<file path="config.mk">
export PLATFORM = sky130hd
export DESIGN_NAME = incubator_plant
export DESIGN_NICKNAME = d
export VERILOG_FILES = /design/src/rtl/incubator_pkg.sv /design/src/rtl/incubator_tick_gen.sv /design/src/rtl/incubator_plant.sv
export SDC_FILE = /design/constraint.sdc
export NUM_CORES = 1
export LEC_CHECK = 0
export CAP_MARGIN = 0
export CORE_MARGIN = 2
export CORE_UTILIZATION = 61
export DETAILED_ROUTE_END_ITERATION = 12
export PLACE_DENSITY_LB_ADDON = 0.12
export SLEW_MARGIN = 15
export SYNTH_ARGS = -nofsm -noshare
export SYNTH_HDL_FRONTEND = slang
export SYNTH_SLANG_ARGS = --single-unit
</file>
<file path="constraint.sdc">
create_clock -name clk -period 5.57 [get_ports clk]
set_clock_uncertainty 0.1 [all_clocks]
set_input_delay 0.557 -clock clk [delete_from_list [all_inputs] [get_ports clk]]
set_output_delay 0.557 -clock clk [all_outputs]
set_load 0.02 [all_outputs]
</file>
<file path="src/rtl/incubator_pkg.sv">
// rtl/incubator_pkg.sv - shared mode encodings, widths and default limits
package incubator_pkg;

  typedef logic [1:0] mode_t;

  localparam int TEMP_W = 8;
  localparam int CALC_W = 10;

  localparam mode_t MODE_DRIFT = 2'd0;
  localparam mode_t MODE_HEAT  = 2'd1;
  localparam mode_t MODE_COOL  = 2'd2;
  localparam mode_t MODE_FAULT = 2'd3;

  localparam int DEF_T_MIN   = -40;
  localparam int DEF_T_MAX   = 100;
  localparam int DEF_AMBIENT = 25;

  // Saturate a widened intermediate into the registered temperature range.
  function automatic logic signed [TEMP_W-1:0] clamp_temp(
    input logic signed [CALC_W-1:0] v,
    input logic signed [CALC_W-1:0] lo,
    input logic signed [CALC_W-1:0] hi
  );
    logic signed [CALC_W-1:0] r;
    r = v;
    if (v < lo) r = lo;
    else if (v > hi) r = hi;
    return r[TEMP_W-1:0];
  endfunction

endpackage

</file>
<file path="src/rtl/incubator_tick_gen.sv">
// rtl/incubator_tick_gen.sv - thermal update tick divider with restart
module incubator_tick_gen #(
  parameter int TICK_DIV = 10
) (
  input  logic clk,
  input  logic rst,
  input  logic restart,
  output logic tick
);

  localparam logic [9:0] LAST = 10'(TICK_DIV - 1);

  logic [9:0] cnt_q;
  logic [9:0] cnt_d;

  always_comb begin
    cnt_d = cnt_q + 10'd1;
    if (restart || (cnt_q == LAST)) cnt_d = '0;
  end

  always_ff @(posedge clk or posedge rst) begin
    if (rst) cnt_q <= '0;
    else     cnt_q <= cnt_d;
  end

  // A restart swallows a coincident tick so the next one lands TICK_DIV edges later.
  assign tick = (cnt_q == LAST) && !restart;

endmodule

</file>
<file path="src/rtl/incubator_plant.sv">
// rtl/incubator_plant.sv - first-order thermal model of an incubator chamber
module incubator_plant
  import incubator_pkg::*;
#(
  parameter int TICK_DIV  = 10,
  parameter int AMBIENT   = DEF_AMBIENT,
  parameter int HEAT_STEP = 2,
  parameter int INIT_TEMP = 25,
  parameter int T_MIN     = DEF_T_MIN,
  parameter int T_MAX     = DEF_T_MAX
) (
  input  logic                     clk,
  input  logic                     rst,
  input  logic                     heater,
  input  logic                     cooler,
  input  logic [3:0]               fan,
  input  logic                     load,
  input  logic signed [TEMP_W-1:0] load_value,
  output logic signed [TEMP_W-1:0] temperature,
  output logic                     sample_valid,
  output logic                     fault,
  output logic [1:0]               mode
);

  localparam logic signed [CALC_W-1:0] LO   = CALC_W'(T_MIN);
  localparam logic signed [CALC_W-1:0] HI   = CALC_W'(T_MAX);
  localparam logic signed [CALC_W-1:0] AMB  = CALC_W'(AMBIENT);
  localparam logic signed [CALC_W-1:0] STEP = CALC_W'(HEAT_STEP);
  localparam logic signed [CALC_W-1:0] ONE  = CALC_W'(1);

  logic tick;
  logic signed [TEMP_W-1:0] temp_q, temp_d;
  mode_t                    mode_q, mode_d;
  logic                     sample_valid_q, sample_valid_d;
  logic signed [CALC_W-1:0] t_ext, calc;
  logic [CALC_W-1:0]        cool_step;
  logic                     fan_unused;

  assign fan_unused = ^fan[1:0];

  incubator_tick_gen #(.TICK_DIV(TICK_DIV)) u_tick (
    .clk     (clk),
    .rst     (rst),
    .restart (load),
    .tick    (tick)
  );

  always_comb begin
    t_ext          = CALC_W'(temp_q);
    cool_step      = CALC_W'(1) + {{(CALC_W-2){1'b0}}, fan[3:2]};
    calc           = t_ext;
    mode_d         = mode_q;
    temp_d         = temp_q;
    sample_valid_d = 1'b0;
    if (load) begin
      temp_d = clamp_temp(CALC_W'(load_value), LO, HI);
    end else if (tick) begin
      sample_valid_d = 1'b1;
      if ((mode_q == MODE_FAULT) || (heater && cooler)) mode_d = MODE_FAULT;
      else if (heater)                                   mode_d = MODE_HEAT;
      else if (cooler)                                   mode_d = MODE_COOL;
      else                                               mode_d = MODE_DRIFT;
      // The update follows the state being entered on this edge, not the old one.
      case (mode_d)
        MODE_HEAT: calc = t_ext + STEP;
        MODE_COOL: calc = t_ext - $signed(cool_step);
        MODE_DRIFT: begin
          if (t_ext < AMB)      calc = t_ext + ONE;
          else if (t_ext > AMB) calc = t_ext - ONE;
        end
        default:   calc = t_ext;
      endcase
      temp_d = clamp_temp(calc, LO, HI);
    end
  end

  always_ff @(posedge clk or posedge rst) begin
    if (rst) begin
      temp_q         <= TEMP_W'(INIT_TEMP);
      mode_q         <= MODE_DRIFT;
      sample_valid_q <= 1'b0;
    end else begin
      temp_q         <= temp_d;
      mode_q         <= mode_d;
      sample_valid_q <= sample_valid_d;
    end
  end

  assign temperature  = temp_q;
  assign sample_valid = sample_valid_q;
  assign mode         = mode_q;
  assign fault        = (mode_q == MODE_FAULT);

endmodule

</file>
==> results.toml <==
[critical_path]
worstSetupStartpoint = "fan[2]"
timing.critical_path.cells = "clkdlybuf4s50_1 > ha_1 > inv_1 > fa_1 > a211o_1 > o221a_1 > o21ai_1 > a32oi_2 > or3b_1 > a2bb2oi_2 > a211o_1"
cp.buffers_inverters = 2
path_delay_family = "compound AO/OA/AOI/OAI gates"
cell_count_of_the_worst_reg_to_reg_path = 11
worst_ep_required_time_ns = 5.62
endpoint_kind = "flip-flop"
worst-setup-path-type = "in2reg"
largest_incremental_delay_on_the_critical_path_ns = 0.43
worst_r2r_endpoint = "temperature[2]"
r2r_slack_ns = 2.25
worst_ep_arrival_time_ns = 3.62
launch_point_of_the_worst_reg_to_reg_path = "temperature[0]"
worst_path_most_repeated_cell = "a211o_1"
worst_setup_start_kind = "input port"
crit_path_top_delay_cell = "clkdlybuf4s50_1"
crit_fanout = 5

[status]
run_status = "completed"

[synthesis]
yosysTopAreaCellShare = 0.200
synth_edf_count = 0
syn-instance-count = 280
combinational_family_with_the_most_area_after_synthesis = "compound AO/OA/AOI/OAI gates"
postSynth.topFlopCell = "dfrtp_1"
synth-seq-cells = 21
yosys_warnings = 0
async_flop_share = 1.00
synth_xor_xnor_area_share = 0.0389
syn_area_mm2 = 0.00225
yosysTopAreaCell = "dfrtp_1"
synthesis.nets = 309
synth_sequential_area_ratio = 0.235
post_synth_adder_cell_area = 0.0701
synth_compound_gate_area_share = 0.300
synth_cell_type_count = 78
post-synth-top-count-cell = "nor2_1"
synth_simple_gate_area_share = 0.284
synth.top_cells.by_area = "dfrtp_1, ha_1, a21oi_1, nor2_1, nand3_1"
synth.mux.area_fraction = 0.00445
synth_area_per_cell_um2 = 8.03
yosys-top-cells-count = "nor2_1, a21oi_1, nand2_1"

[hold_path]
worstHoldPathCells = 1
timing.hold.worst_endpoint = "u_tick.cnt_q[0]"
min-delay-start = "u_tick.cnt_q[0]"
min_path_type = "reg2reg"

[clocking]
clock_tree.root_cell = "clkbuf_8"
cts_tree = "built"
h-tree-depth = 1
cts-resized-gates = 0
tritoncts_num_sinks = 21
cts-hold-fix-buffers = 0
post-cts-setup-buffer-count = 0
cts.reportedPaths.clkPinSlew_ns = 0.08
clock_path_buffers = 2
tritoncts.num_buffers = 3
clock_insertion_delay_worst_skew_ns = 0.26

[global_routing]
grt_max_degree = 23
overflow = 0
antenna_found_initial = 0
grt_pass1_wl_um = 9730
grt_util_all_layers = 0.292
first_global_vias = 2078

[timing]
setup-violations-final = 0
finalWorstPathRequiredPeriod_ns = 3.57
maxClockFrequency_ghz = 0.280
rsz0062_at_grt = "false"
timing_max_transition_violations_final = 0
least_margin_pin_slew_ns = 0.779
relSlewSlack = 0.480
post-route-period-util = 0.641
worst_slack_ns = 2.00
setup_tns_ns = 0
hold_viol = 0

[power_and_ir_drop]
leakage_uw = 0.00106
max-vdd-ir-drop_mv = 0.170
finalPower_uw = 501
power_density_of_the_placed_cells_mw_per_mm2 = 198

[detailed_routing]
postRouteWirelength_um = 5690
drt.antenna.violating_nets = 0
initialDrtViolationCount = 255
route.detailed.wl_per_inst_um = 16.6
remaining_drc_errors = 0
vias_per_cell = 6.55
num_vias = 2253
drt_pre_antenna_iters = 5

[floorplan]
floorplan.die.height_um = 64.7
start_util = 0.624
floorplan.core_area_mm2 = 0.00361
fp.dieArea_mm2 = 0.00419
site_row_count = 22
boundaryPins = 29
horizontal_extent_of_the_die_um = 64.7

[finish]
layout-area-overhead-vs-synth_pct = 12.5
proportion_of_layout_cells_with_a_drive_suffix_above_1 = 0.0878
antenna_cells_inserted = 0
fin_nets = 326
final_design_area_no_fill_mm2 = 0.00253
final.fill_count = 303
final_util = 0.702

[placement]
placed_area_mm2 = 0.00248
dp.final_hpwl_um = 4170
io_buffer_count = 26
dpl_worst_slack_ns = 1.75
routabilityCongestion = 0.980

[flow_run]
drv_cap = 0
sequential cells by signal, summed over array words and instances, names as in the netlist:
signal	cells
sample_valid	1
mode	2
u_tick.cnt_q	10
temperature	8
routing by layer:
metal  wire, um  vias up  global-route usage  part of all wire
met4        133        0               0.117             0.023
met1       2450     1041               0.402              0.43
met2       2700      116               0.472              0.47
met3        410       17              0.0278             0.072
met5          0        -                   0                 0
li1           -     1079                   -                 -
cells by family (layout without fill, tap and decap cells):
kind of cell    count (synthesis)  after routing
compound gates                 92             92
xor+xnor                       10             10
fa+ha+maj                      12             12
buf+inv                        32             48
flops                          21             21
mux                             1              1
simple gates                  112            112
worst max path at each step:
stage / to / depth (start not counted)
after floorplan: temperature[2] / 10
after global placement: temperature[2] / 11
after detailed placement: temperature[2] / 11
after CTS: temperature[2] / 11
after global routing: temperature[1] / 11
final: temperature[2] / 11
layout by cell type (no fill, tap or decap), types with 3 or more instances in the layout:
cell / Yosys / routed
a21o_1: 4 / 4
a21oi_1: 23 / 23
a22oi_1: 4 / 4
and3_1: 5 / 5
clkbuf_8: 0 / 3
clkdlybuf4s50_1: 0 / 26
dfrtp_1: 18 / 18
dfstp_2: 3 / 3
ha_1: 11 / 11
inv_1: 15 / 15
nand2_1: 19 / 19
nand3_1: 16 / 16
nand3b_1: 5 / 5
nand4_1: 3 / 3
nor2_1: 26 / 26
nor2b_1: 4 / 4
nor3_1: 4 / 4
nor4b_1: 3 / 3
o211ai_1: 5 / 5
o21ai_0: 12 / 12
o21ai_1: 4 / 4
o22ai_1: 4 / 4
o31ai_1: 4 / 4
xnor2_1: 4 / 4
xor2_1: 6 / 6
per-stage QoR:
step,hold WS (ns),cells
2_1_floorplan,0.374,280
3_3_place_gp,0.397,340
3_5_place_dp,0.397,340
4_1_cts,0.408,344
5_1_grt,0.427,344
6_report,0.410,344
area by class of cell:
type,count,area [um2],area share
multi-input combinational,227,1570,0.619
clock buffer,3,41.3,0.0163
clock inverter,1,5.00,0.00198
timing repair buffer,26,260,0.103
tap,48,60.1,0.0237
sequential,21,529,0.209
inverter,18,67.6,0.0267
where the power goes:
group | total (uW) | internal, uW | switching, uW
clock | 100 | 49.9 | 50.3
combinational | 206 | 90.8 | 115
sequential | 195 | 163 | 31.5
worst reg2reg max path: stages (launching register included):
cell	delay [ns]
dfstp_2	0.43
inv_1	0.17
ha_1	0.20
inv_1	0.05
fa_1	0.39
a211o_1	0.41
o221a_1	0.27
o21ai_1	0.16
a32oi_2	0.16
or3b_1	0.41
a2bb2oi_2	0.18
a211o_1	0.28
Power figures use the tool's default switching activity.
